$ cat config.mk
export PLATFORM = sky130hd
export DESIGN_NAME = fir_mac_sequencer
export DESIGN_NICKNAME = d
export VERILOG_FILES = /design/src/rtl/fir_pkg.sv /design/src/rtl/fir_mac_unit.sv /design/src/rtl/fir_mac_sequencer.sv
export SDC_FILE = /design/constraint.sdc
export NUM_CORES = 1
export LEC_CHECK = 0
export ABC_AREA = 1
export CAP_MARGIN = 10
export CELL_PAD_IN_SITES_DETAIL_PLACEMENT = 0
export CELL_PAD_IN_SITES_GLOBAL_PLACEMENT = 1
export CORE_MARGIN = 2
export CORE_UTILIZATION = 25
export DETAILED_ROUTE_END_ITERATION = 6
export PLACE_DENSITY = 0.54
export REMOVE_ABC_BUFFERS = 1
export SKIP_CTS_REPAIR_TIMING = 1
export SLEW_MARGIN = 20
export SYNTH_ARGS = -nofsm -noshare
export SYNTH_HDL_FRONTEND = slang
export SYNTH_HIERARCHICAL = 1
export SYNTH_SLANG_ARGS = --single-unit
$ cat constraint.sdc
create_clock -name clk -period 11.9 [get_ports clk]
set_input_delay 2.38 -clock clk [delete_from_list [all_inputs] [get_ports clk]]
set_output_delay 2.38 -clock clk [all_outputs]
set_load 0.005 [all_outputs]
$ cat src/rtl/fir_pkg.sv
// rtl/fir_pkg.sv - shared widths, FSM states and round/saturate helper for the FIR MAC sequencer
package fir_pkg;

    localparam int DATA_WIDTH = 16;
    localparam int NUM_REGS   = 8;
    localparam int Q_FORMAT   = 8;
    localparam int PTR_WIDTH  = $clog2(NUM_REGS);
    // Wide enough that NUM_REGS full-scale products never overflow
    localparam int ACC_WIDTH  = 2 * DATA_WIDTH + PTR_WIDTH;

    localparam logic signed [ACC_WIDTH-1:0] ROUND_BIAS = ACC_WIDTH'(64'sd1 <<< (Q_FORMAT - 1));
    localparam logic signed [ACC_WIDTH-1:0] SAT_MAX    = ACC_WIDTH'((64'sd1 <<< (DATA_WIDTH - 1)) - 64'sd1);
    localparam logic signed [ACC_WIDTH-1:0] SAT_MIN    = ACC_WIDTH'(-(64'sd1 <<< (DATA_WIDTH - 1)));

    typedef enum logic [1:0] {
        ST_IDLE,
        ST_MAC,
        ST_OUT
    } state_t;

    // Round half up at the Q point, then clamp into the signed result range
    function automatic logic signed [DATA_WIDTH-1:0] round_sat(input logic signed [ACC_WIDTH-1:0] acc);
        logic signed [ACC_WIDTH-1:0] rounded;
        rounded = (acc + ROUND_BIAS) >>> Q_FORMAT;
        if (rounded > SAT_MAX) begin
            return SAT_MAX[DATA_WIDTH-1:0];
        end else if (rounded < SAT_MIN) begin
            return SAT_MIN[DATA_WIDTH-1:0];
        end else begin
            return rounded[DATA_WIDTH-1:0];
        end
    endfunction

endpackage

$ cat src/rtl/fir_mac_unit.sv
// rtl/fir_mac_unit.sv - single multiply-accumulate stage with rounded, saturated view of the next sum
module fir_mac_unit
    import fir_pkg::*;
(
    input  logic                         clk,
    input  logic                         rst,
    input  logic                         clr,
    input  logic                         en,
    input  logic signed [DATA_WIDTH-1:0] coef,
    input  logic signed [DATA_WIDTH-1:0] sample,
    output logic signed [DATA_WIDTH-1:0] result_next
);

    logic signed [2*DATA_WIDTH-1:0] product;
    logic signed [ACC_WIDTH-1:0]    acc;
    logic signed [ACC_WIDTH-1:0]    acc_next;

    assign product     = (2*DATA_WIDTH)'(coef) * (2*DATA_WIDTH)'(sample);
    assign acc_next    = acc + $signed({{PTR_WIDTH{product[2*DATA_WIDTH-1]}}, product});
    // The final tap's sum is rounded here so the top can capture it on the same edge
    assign result_next = round_sat(acc_next);

    // Accumulator: clear wins over enable so a fresh sample always starts from zero
    always_ff @(posedge clk or posedge rst) begin
        if (rst) begin
            acc <= '0;
        end else if (clr) begin
            acc <= '0;
        end else if (en) begin
            acc <= acc_next;
        end
    end

endmodule

$ cat src/rtl/fir_mac_sequencer.sv
// rtl/fir_mac_sequencer.sv - time-multiplexed FIR controller: delay line, tap sequencing and handshakes
module fir_mac_sequencer
    import fir_pkg::*;
(
    input  logic                                clk,
    input  logic                                rst,
    input  logic                                accelerateEn,
    input  logic                                clear,
    input  logic signed [DATA_WIDTH-1:0]        sampleIn,
    input  logic                                sampleValid,
    output logic                                sampleReady,
    input  logic [NUM_REGS-1:0][DATA_WIDTH-1:0] coefs,
    output logic signed [DATA_WIDTH-1:0]        macResult,
    output logic                                resultIsValid,
    input  logic                                resultReady,
    output logic                                busy,
    output logic                                filled
);

    state_t state;
    state_t state_next;

    logic signed [DATA_WIDTH-1:0] delay_line [NUM_REGS];
    logic [PTR_WIDTH-1:0]         wr_ptr;
    logic [PTR_WIDTH-1:0]         newest;
    logic [PTR_WIDTH-1:0]         tap;
    logic [PTR_WIDTH-1:0]         rd_idx;
    logic [PTR_WIDTH:0]           count;
    logic                         accept;
    logic                         mac_step;
    logic                         last_tap;
    logic signed [DATA_WIDTH-1:0] result_next;

    assign sampleReady = (state == ST_IDLE) && accelerateEn && !clear;
    assign accept      = sampleValid && sampleReady;
    assign mac_step    = (state == ST_MAC) && accelerateEn && !clear;
    assign last_tap    = (tap == PTR_WIDTH'(NUM_REGS - 1));
    // Modular subtraction walks backwards from the newest sample
    assign rd_idx      = newest - tap;
    assign busy        = (state != ST_IDLE);
    assign filled      = (count == (PTR_WIDTH+1)'(NUM_REGS));

    fir_mac_unit u_mac (
        .clk         (clk),
        .rst         (rst),
        .clr         (clear || accept),
        .en          (mac_step),
        .coef        ($signed(coefs[tap])),
        .sample      (delay_line[rd_idx]),
        .result_next (result_next)
    );

    // State register
    always_ff @(posedge clk or posedge rst) begin
        if (rst) begin
            state <= ST_IDLE;
        end else begin
            state <= state_next;
        end
    end

    // Next-state logic; clear overrides every state
    always_comb begin
        state_next = state;
        case (state)
            ST_IDLE: if (accept)               state_next = ST_MAC;
            ST_MAC:  if (mac_step && last_tap) state_next = ST_OUT;
            ST_OUT:  if (resultReady)          state_next = ST_IDLE;
            default:                           state_next = ST_IDLE;
        endcase
        if (clear) begin
            state_next = ST_IDLE;
        end
    end

    // Delay line, write pointer and saturating fill counter
    always_ff @(posedge clk or posedge rst) begin
        if (rst) begin
            for (int i = 0; i < NUM_REGS; i++) delay_line[i] <= '0;
            wr_ptr <= '0;
            newest <= '0;
            count  <= '0;
        end else if (clear) begin
            for (int i = 0; i < NUM_REGS; i++) delay_line[i] <= '0;
            wr_ptr <= '0;
            newest <= '0;
            count  <= '0;
        end else if (accept) begin
            delay_line[wr_ptr] <= sampleIn;
            newest             <= wr_ptr;
            wr_ptr             <= wr_ptr + 1'b1;
            if (!filled) begin
                count <= count + 1'b1;
            end
        end
    end

    // Tap index: restarts on accept, advances only on enabled MAC cycles
    always_ff @(posedge clk or posedge rst) begin
        if (rst) begin
            tap <= '0;
        end else if (clear || accept) begin
            tap <= '0;
        end else if (mac_step) begin
            tap <= tap + 1'b1;
        end
    end

    // Result register: captured on the last tap, held through OUT until taken
    always_ff @(posedge clk or posedge rst) begin
        if (rst) begin
            macResult     <= '0;
            resultIsValid <= 1'b0;
        end else if (clear) begin
            resultIsValid <= 1'b0;
        end else if (mac_step && last_tap) begin
            macResult     <= result_next;
            resultIsValid <= 1'b1;
        end else if (state == ST_OUT && resultReady) begin
            resultIsValid <= 1'b0;
        end
    end

endmodule

Word level (Yosys, flattened, before mapping)
Cells that the tools add are included.
{"block": "totals", "in_bits": 150, "elab_cells": 89, "output_inout_bits": 20, "regBits": 195}
{"block": "op_classes", "n_bitwise": 3, "eq_ne": 8, "muxes": 31, "reduce_logical": 18, "add_sub_neg": 6, "mul": 1, "order_cmp": 6}
{"cell": "128-bit 2-to-1 mux", "n": 2}
{"cell": "128-bit bitwise mux", "n": 1}
{"cell": "16-bit binary-select mux with 3-bit select", "n": 2}
{"cell": "16-bit 2-to-1 mux", "n": 6}
{"cell": "35-bit 2-to-1 mux", "n": 2}
{"cell": "16-bit demux with 3-bit select", "n": 1}
{"cell": "35-bit by 32-bit adder with 35-bit output", "n": 1}
{"cell": "35-bit by 9-bit adder with 35-bit output, second input constant", "n": 1}
{"cell": "16-bit by 16-bit multiplier with 32-bit output", "n": 1}
{"cell": "27-bit by 16-bit greater-than comparator with 1-bit output, second input constant", "n": 1}
{"cell": "27-bit by 16-bit < comparator with 1-bit output, second input constant", "n": 1}
{"cell": "3-bit 2-to-1 mux", "n": 6}
{"cell": "4-bit 2-to-1 mux", "n": 3}
{"cell": "4-bit greater-or-equal comparator, second input constant", "n": 2}
{"cell": "1-bit logical AND", "n": 8}
{"cell": "2-bit 2-to-1 mux", "n": 4}
{"cell": "3-bit NOT with 4-bit output", "n": 2}
{"cell": "3-bit by 1-bit adder with 3-bit output, second input constant", "n": 2}
{"cell": "3-bit inequality test, second input constant", "n": 2}
{"cell": "2-bit case mux with 3 select lines", "n": 1}
{"cell": "2-bit nonzero test", "n": 3}
{"cell": "4-bit by 1-bit adder with 4-bit output, second input constant", "n": 1}
{"cell": "4-bit == test, second input constant", "n": 1}
{"cell": "3-bit by 4-bit < comparator with 1-bit output, second input constant", "n": 1}
{"cell": "15 further kinds", "n": 18}

Logic depth before layout (Yosys ltp)
Gate-level depths: netlist of the first run.
{"block": "depth", "ltp_word": 11, "depth_mapped": 55, "ltp_nobuf": 51}

Cells and area by module
The synthesis of the first run kept the hierarchy.
{"module": "fir_mac_unit", "instances": 1, "cells_each": 2127, "area_per_inst_um2": 15249.6, "seq_area_each_um2": 875.8}
{"module": "fir_mac_sequencer", "instances": 1, "cells_each": 1356, "area_per_inst_um2": 9115.0, "seq_area_each_um2": 4003.8}

Worst setup path after synthesis of the first run
Ideal clock, no wire load.
{"block": "synth_path", "path_type": "input-to-reg", "start": "in coefs[15] in the netlist's numbering", "end": "reg macResult[8]", "path_buffers": 2, "setup_time_ns": 0.118, "required_ns": 11.782, "t_arrival_ns": 8.891, "slack_ns": 2.891, "path_stages": 41, "cell_sequence": "nor2_1 > nor2_1 > o21ai_0 > o21ai_0 > nand2_1 > nand2_1 > clkbuf_1 > nand2_1 > fa_1 > inv_1 > fa_1 > inv_1 > fa_1 > inv_1 > fa_1 > inv_1 > fa_1 > fa_1 > [... 5 more ...] > nand2_1 > a21oi_1 > nand2_1 > nand2_1 > nand2_1 > nor2_1 > nand2_1 > nor2_1 > nand4_1 > nand2_1 > nand2_1 > nor2_1 > nand3_1 > nand2_2 > buf_6 > nand2_1 > nand3_1 > nand2_1"}
{"block": "synth_via", "elab_chain_cells": 8, "word_cells_on_any_way": 9, "classes_between": "add/sub: 2; mul: 1; order compare: 2; mux: 4"}
{"element": "from (decl)", "line": "fir_mac_sequencer.sv:12", "source": "input logic [NUM_REGS-1:0][DATA_WIDTH-1:0] coefs,"}
{"element": "16-bit binary-select mux with 3-bit select *", "line": "fir_mac_sequencer.sv:48", "source": ".coef ($signed(coefs[tap])),"}
{"element": "16-bit 2-to-1 mux (implied by the code) *", "line": "fir_mac_sequencer.sv:48"}
{"element": "16-bit by 16-bit multiplier with 32-bit output *", "line": "fir_mac_unit.sv:18", "source": "assign product = (2*DATA_WIDTH)'(coef) * (2*DATA_WIDTH)'(sample);"}
{"element": "35-bit by 32-bit adder with 35-bit output *", "line": "fir_mac_unit.sv:19", "source": "assign acc_next = acc + $signed({{PTR_WIDTH{product[2*DATA_WIDTH-1]}}, product});"}
{"element": "35-bit by 9-bit adder with 35-bit output *", "line": "fir_pkg.sv:24", "source": "rounded = (acc + ROUND_BIAS) >>> Q_FORMAT;"}
{"element": "27-bit by 16-bit < comparator with 1-bit output", "line": "fir_pkg.sv:27", "source": "end else if (rounded < SAT_MIN) begin"}
{"element": "16-bit 2-to-1 mux", "line": "fir_pkg.sv:27"}
{"element": "16-bit 2-to-1 mux *", "line": "fir_pkg.sv:25", "source": "if (rounded > SAT_MAX) begin"}
{"element": "named net result_next[8]", "line": "fir_mac_sequencer.sv:32", "source": "logic signed [DATA_WIDTH-1:0] result_next;"}
{"element": "to (signal assigned)", "line": "fir_mac_sequencer.sv:117", "source": "macResult <= result_next;"}
{"element": "to (decl)", "line": "fir_mac_sequencer.sv:13", "source": "output logic signed [DATA_WIDTH-1:0] macResult,"}
Mark *: on every way through the listed nets, which the timed path passes. The rest lies on a longest branch. The select of a mux whose other input is x is not followed.
A chain may end at the register's enable or synchronous reset.

Worst setup path in the final report of the first run
{"block": "layout_path", "start": "in coefs[15] in the netlist's numbering", "end": "reg macResult[10]"}
Same word-level chain as after synthesis.

==> metrics.cfg, run 1 <==
[status]
outcome = completed

[route]
top_layer_used = met4
avgViaCountPerCell = 4.43
routed_wl_mm = 85.2
via_count = 21422
drtPass1Iterations = 5
met2WireLength_mm = 39.3
postRouteAntennaNets = 0
drc = 0
wl_met3_mm = 3.08
routedWlPerCell_um = 17.6
drt_iter0_markers = 1313
wl_met1_mm = 42.0

[global_routing]
overflow = 0
grt_pass1_wl_mm = 136
antenna_found_initial = 0
grtUsageTotal_pct = 17.6
grt_pass1_vias = 22862
grt_max_degree = 97

[timing]
setup_slack_ns = 1.36
slew_violations = 0
tightest_slew_ns = 1.13
post-route-period-util_pct = 88.5
rsz0062_at_grt = false
fin_crit_ns = 10.54
hold_viol = 0
slew_headroom_pct = 24.5
max_freq_mhz = 94.9
clock_skew_ns = 0.0279
report.final.setup_viol = 0
timing.hold.ws_ns = 0.470
tns_ns = 0

[floorplan]
start_util_pct = 25.2
fp.dieW_um = 316
num_io_pins = 170
rows = 114
die_area_um2 = 100000
core_area_um2 = 96700
die_height_um = 316

[logic_synthesis]
syn_area_per_cell_um2 = 7.00
yosysTopAreaCell = fa_1
yosysSeqAreaShare_pct = 20.0
synth_area_leaders = fa_1 (26%), dfrtp_1 (20%), nand2_1 (17%)
yosysUniqueCellTypes = 39
synthArstFlopShare_pct = 100
yosys_warnings = 6
syn_inst = 3483
synth_edf_count = 0
synth-seq-cells = 195
synth_area_um2 = 24400
synth.top_cell.area_share_pct = 25.6
synthTopCellsByCount = nand2_1 (1,095), inv_1 (668), nor2_1 (349)
synth.most_common_cell = nand2_1
ys_dominant_reg_cell = dfrtp_1

[clocking]
root_buffer = clkbuf_16
tritoncts = yes
clk_latency_ns = 0.51
htree_num_levels = 4
cts_buffers = 17
cts.sinks = 195
clkTransAtPathRegs_ns = 0.09
clk_path_buf_depth = 2

[pwr]
seqPwrFrac_pct = 14.8
netSwitchingPower_mw = 2.64
ir_drop_v = 0.000106
clkPwrFrac_pct = 13.6
power_density_nw_per_um2 = 166
pwr-share-comb_pct = 71.7
p_leak_nw = 15.7
p_int_mw = 2.00
p_sw_share_pct = 56.8

[final_layout]
fin_nets = 4122
area_growth_pct = 14.5
finish.instance_area_um2 = 27900
final_core_util_pct = 28.8
drive_gt1_share_pct = 3.09

[placed_design]
placed_area_um2 = 27300
routabilityCongestion = 0.848
pre_cts_ws_ns = 0.805
port_buffers = 169
hpwl_mm = 64.9

[flow_run]
maxCapViolCount = 0

[critical_path]
crit_end = macResult[10]$_DFFE_PP0P_
cp_common_cell = nand2_1
setup.worst_path.class = in -> reg
start_kind = input pin
r2r_slack_ns = 1.46
r2r-start = tap[1]$_DFFE_PP0P_
slowest_stage = fa_1
critPathMaxStageDelay_ns = 0.70
cp_max_fo = 16
worstPathRequired_ns = 12.33
reg2reg_depth = 42
cp_data_arrival_time_ns = 10.97
r2r-end = macResult[10]$_DFFE_PP0P_
endpoint_kind = flop
cp-startpoint = coefs[15]

[min_path]
hold_path.class = reg -> reg

[critical path: cells and delay by family]
family	cells	cell delay [ns]
compound gates	2	0.19
fa+ha+maj	7	3.62
simple gates	24	3.93
buf+inv	7	0.84
[final cells by class]
class	count	area (um2)
Antenna cell	1	2.50
Multi-Input combinational cell	2454	16300
Clock inverter	15	174
Fill cell	10772	68800
Clock buffer	17	425
Sequential cell	195	4880
Inverter	677	2550
Timing Repair Buffer	205	1960
Tap cell	1276	1600
[power by group through the flow]
stage               registers, mW  logic [mW]  clock network [mW]
finish                      0.685        3.32               0.629
global route                0.687        3.82               0.673
CTS                         0.685        3.38               0.653
detailed placement          0.698        3.33                   0
global placement            0.698        3.39                   0
floorplan                   0.694        2.25                   0
[how the worst min path moves through the flow]
stage	from	to	slack, ns	depth (start not counted)
3_3_place_gp	delay_line[63]$_DFFE_PP0P_	delay_line[63]$_DFFE_PP0P_	0.45	2
2_1_floorplan	delay_line[112]$_DFFE_PP0P_	delay_line[112]$_DFFE_PP0P_	0.44	2
4_1_cts	delay_line[88]$_DFFE_PP0P_	delay_line[88]$_DFFE_PP0P_	0.47	2
6_report	delay_line[58]$_DFFE_PP0P_	delay_line[58]$_DFFE_PP0P_	0.47	2
3_5_place_dp	delay_line[88]$_DFFE_PP0P_	delay_line[88]$_DFFE_PP0P_	0.45	2
5_1_grt	delay_line[117]$_DFFE_PP0P_	delay_line[117]$_DFFE_PP0P_	0.49	2
[metal layers]
| metal | up-vias | GRT usage (%) |
|---|---|---|
| li1 | 10510 | - |
| met4 | 0 | 3.14 |
| met2 | 355 | 29.4 |
| met1 | 10521 | 25.0 |
| met5 | - | 0 |
| met3 | 36 | 1.68 |
[through the flow]
step	cells	power [mW]
after global placement	4807	4.09
after floorplan	3326	2.94
final	4840	4.64
after CTS	4839	4.72
after global routing	4839	5.18
after detailed placement	4807	4.03
[logic make-up (layout without fill, tap and decap cells)]
logic type,after synthesis,count (layout),share of synthesized area [%]
other,0,1,0
XOR/XNOR,33,33,1.19
AO/OA/AOI/OAI,227,227,4.79
AND/OR/NAND/NOR,1772,1772,29.6
flip-flops,195,195,20.0
adder cells (fa/ha/maj),422,422,31.3
buffers and inverters,834,914,13.1
[registers in the layout, indices dropped and copies added (netlist names)]
| signal | flops |
|---|---|
| macResult | 16 |
| count | 4 |
| state | 2 |
| wr_ptr | 3 |
| u_mac/acc | 35 |
| newest | 3 |
| tap | 3 |
| resultIsValid | 1 |
| delay_line | 128 |
[cell usage in the layout, fill, tap and decap left out, drive strengths merged, types with 9 or more instances in the layout]
cell type / synthesis / routed
clkdlybuf4s50: 0 / 169
nand3b: 9 / 9
xor2: 22 / 22
fa: 311 / 311
ha: 111 / 111
o21ai: 198 / 198
clkinv: 5 / 14
a21oi: 23 / 23
nand2: 1105 / 1105
inv: 672 / 676
nor3: 13 / 13
nand4: 36 / 36
clkbuf: 105 / 17
nor2: 359 / 359
dfrtp: 195 / 195
nand3: 242 / 242
buf: 52 / 36
xnor2: 11 / 11
(Power assumes the default switching activity.)
==> inputs of run 2 (changes only) <==
--- a/config.mk
+++ b/config.mk
@@ -5,16 +5,16 @@
 export SDC_FILE = /design/constraint.sdc
 export NUM_CORES = 1
 export LEC_CHECK = 0
-export ABC_AREA = 1
 export CAP_MARGIN = 10
 export CELL_PAD_IN_SITES_DETAIL_PLACEMENT = 0
 export CELL_PAD_IN_SITES_GLOBAL_PLACEMENT = 1
 export CORE_MARGIN = 2
 export CORE_UTILIZATION = 25
 export DETAILED_ROUTE_END_ITERATION = 6
-export PLACE_DENSITY = 0.54
+export PLACE_DENSITY = 0.52
 export REMOVE_ABC_BUFFERS = 1
 export SKIP_CTS_REPAIR_TIMING = 1
+export SKIP_LAST_GASP = 1
 export SLEW_MARGIN = 20
 export SYNTH_ARGS = -nofsm -noshare
 export SYNTH_HDL_FRONTEND = slang
==> run 2 against run 1 <==
- first-iteration DRC count fell by 13%
- non-clock buffer count rose by 6
- total power is 55% lower
- fmax decreased by 6.1%
- register-to-register slack lost 0.48 ns
- critical endpoint is now macResult[3]$_DFFE_PP0P_
==> metrics.cfg, run 2 <==
[clocking]
cts_buffers = 17  ; unchanged
clk_latency_ns = 0.50  ; was 0.51 ns
tritoncts = yes  ; unchanged
cts.sinks = 195  ; unchanged
root_buffer = clkbuf_16  ; unchanged
clkTransAtPathRegs_ns = 0.09  ; about the same
clk_path_buf_depth = 2  ; unchanged
htree_num_levels = 4  ; unchanged

[logic_synthesis]
syn_inst = 2373  ; was 3,483
synth_edf_count = 0  ; unchanged
yosysUniqueCellTypes = 87  ; was 39
synth.top_cell.area_share_pct = 27.1  ; was 25.6%
synth_area_leaders = fa_1 (27%), dfrtp_1 (21%), mux4_2 (6.3%)  ; was fa_1 (26%), dfrtp_1 (20%), nand2_1 (17%)
syn_area_per_cell_um2 = 9.67  ; was 7.00 um2
yosys_warnings = 6  ; unchanged
synth_area_um2 = 23000  ; was 24,400 um2
ys_dominant_reg_cell = dfrtp_1  ; unchanged
synth-seq-cells = 195  ; unchanged
synthTopCellsByCount = inv_1 (363), fa_1 (311), dfrtp_1 (195)  ; was nand2_1 (1,095), inv_1 (668), nor2_1 (349)
yosysSeqAreaShare_pct = 21.3  ; was 20.0%
synthArstFlopShare_pct = 100  ; unchanged
yosysTopAreaCell = fa_1  ; unchanged
synth.most_common_cell = inv_1  ; was nand2_1

[pwr]
power_density_nw_per_um2 = 78.6  ; was 166 nW/um2
p_leak_nw = 11.9  ; was 15.7 nW
ir_drop_v = 0.000110  ; was 0.000106 V

[timing]
report.final.setup_viol = 0  ; unchanged
fin_crit_ns = 11.22  ; was 10.54 ns
slew_violations = 0  ; unchanged
slew_headroom_pct = 28.8  ; was 24.5%
post-route-period-util_pct = 94.2  ; was 88.5%
hold_viol = 0  ; unchanged
tightest_slew_ns = 1.07  ; was 1.13 ns
max_freq_mhz = 89.2  ; was 94.9 MHz
timing.hold.ws_ns = 0.504  ; was 0.470 ns
clock_skew_ns = 0.0188  ; was 0.0279 ns
tns_ns = 0  ; unchanged
rsz0062_at_grt = false  ; unchanged

[final_layout]
layout_commonest_cell = inv_1  ; was nand2_1
num-fill-cells = 9589  ; was 10,772
area_growth_pct = 15.1  ; was 14.5%
fin_nets = 3006  ; was 4,122
ff_latch_area_um2 = 4880  ; unchanged
largest_reg_flops = 128  ; unchanged
largest-register = delay_line  ; unchanged
largestRegisters = delay_line (128), u_mac/acc (35), macResult (16)  ; unchanged
drive_gt1_share_pct = 8.91  ; was 3.09%
final_cell_mix = inv_1 (362), fa_1 (310), dfrtp_1 (193), a21oi_1 (169), clkdlybuf4s50_1 (168)  ; was nand2_1 (1,095), inv_1 (667), nor2_1 (348), fa_1 (310), nand3_1 (241)
multi_input_area_um2 = 16100  ; was 16,300 um2

[global_routing]
antenna_found_initial = 2  ; was 0
grt_max_degree = 91  ; was 97
grtUsageTotal_pct = 15.3  ; was 17.6%
overflow = 0  ; unchanged
grt_pass1_vias = 19642  ; was 22,862
grt_pass1_wl_mm = 112  ; was 136 mm

[critical_path]
start_kind = input pin  ; unchanged
slowest_stage = a221oi_1  ; was fa_1
cp_common_cell = fa_1  ; was nand2_1
setup.worst_path.class = in -> reg  ; unchanged
critPathMaxStageDelay_ns = 0.65  ; was 0.70 ns
cp_top_family = adder cells  ; was simple AND/OR/NAND/NOR gates
cp_max_fo = 16  ; unchanged
endpoint_kind = flop  ; unchanged
worstPathRequired_ns = 12.28  ; was 12.33 ns
crit_buf_inv = 5  ; was 7
cp_data_arrival_time_ns = 11.59  ; was 10.97 ns

[floorplan]
core_area_um2 = 91400  ; was 96,700 um2
num_io_pins = 170  ; unchanged
rows = 111  ; was 114
fp.dieW_um = 307  ; was 316 um
die_height_um = 307  ; was 316 um
die_area_um2 = 94200  ; was 100,000 um2
start_util_pct = 25.1  ; was 25.2%

[route]
avgViaCountPerCell = 4.81  ; was 4.43
via_count = 17468  ; was 21,422
drc = 0  ; unchanged
drtPass1Iterations = 7  ; was 5
routedWlPerCell_um = 19.0  ; was 17.6 um
postRouteAntennaNets = 0  ; unchanged
drt_iter0_markers = 1137  ; was 1,313
routed_wl_mm = 69.0  ; was 85.2 mm

[status]
outcome = completed  ; unchanged

[min_path]
hold_path.class = reg -> reg  ; unchanged

[placed_design]
hpwl_mm = 50.1  ; was 64.9 mm
routabilityCongestion = 0.801  ; was 0.848
port_buffers = 169  ; unchanged

[flow_run]
maxCapViolCount = 0  ; unchanged

==> run 2: cells by family (layout without fill, tap and decap cells) <==
kind of cell,count (synthesis),in the layout,synth area share (%)
AOI/OAI and AO/OA,405,405,10.0
xor gates and xnor gates,54,54,2.09
adders and majority gates,422,422,33.2
buffers and inverters,533,606,9.14
DFF,195,195,21.3
muxes,153,153,10.5
other,0,2,0
and+or+nand+nor,611,611,13.9
==> run 2: power by group <==
part	total (mW)	switching [mW]	internal, mW	leakage [nW]
sequential	0.669	0.00354	0.666	2.72
combinational	0.777	0.472	0.305	8.89
clock	0.631	0.331	0.300	0.294
==> run 2: metal layers <==
metal  GRT usage [%]  share of wire (%)
met2            26.5                 50
met5               0                  0
met1            19.9                 44
met4            4.39                2.0
met3            2.04                4.1
==> run 2: final timing paths <==
path                                           from                          to  slack (ns)  cells after the start
setup / recovery                         coefs[104]    macResult[3]$_DFFE_PP0P_        0.68                     28
hold / removal             macResult[0]$_DFFE_PP0P_    macResult[0]$_DFFE_PP0P_        0.50                      1
setup reg to reg              newest[0]$_DFFE_PP0P_    macResult[3]$_DFFE_PP0P_        0.98                     31
hold reg to reg            macResult[0]$_DFFE_PP0P_    macResult[0]$_DFFE_PP0P_        0.50                      1
max in group asynchronous                       rst  delay_line[47]$_DFFE_PP0P_        7.60                      4
min in group asynchronous                       rst    macResult[0]$_DFFE_PP0P_        2.31                      2
==> run 2: cell type report <==
type,instances,share of cell area (%)
diodes,2,0.0189
clock buffers,17,1.61
clock inverters,14,0.658
inverters,364,5.21
multi-input cells,1645,60.8
flip-flops and latches,195,18.5
well taps,1186,5.61
repair buffers,211,7.63
==> run 2: per-stage QoR <==
stage                     setup slack (ns)  power (mW)  cell area [um2]  std cells  utilization [%]
after floorplan                      0.693        1.17            22200       2204                -
after global placement               0.261        1.46            25800       3601             28.3
after detailed placement            0.0989        1.47            25800       3601             28.3
after CTS                            0.625        2.11            26400       3632             28.9
after global routing                0.0167        2.23            26400       3633             28.9
final                                0.685        2.08            26400       3634             28.9
==> inputs of run 3 (changes only) <==
--- a/config.mk
+++ b/config.mk
@@ -11,6 +11,7 @@
 export CORE_MARGIN = 2
 export CORE_UTILIZATION = 25
 export DETAILED_ROUTE_END_ITERATION = 6
+export HOLD_SLACK_MARGIN = 0.05
 export PLACE_DENSITY = 0.52
 export REMOVE_ABC_BUFFERS = 1
 export SKIP_CTS_REPAIR_TIMING = 1
==> results of run 3 <==
No change in the layout: final DEF, timing and power equal those of run 2.
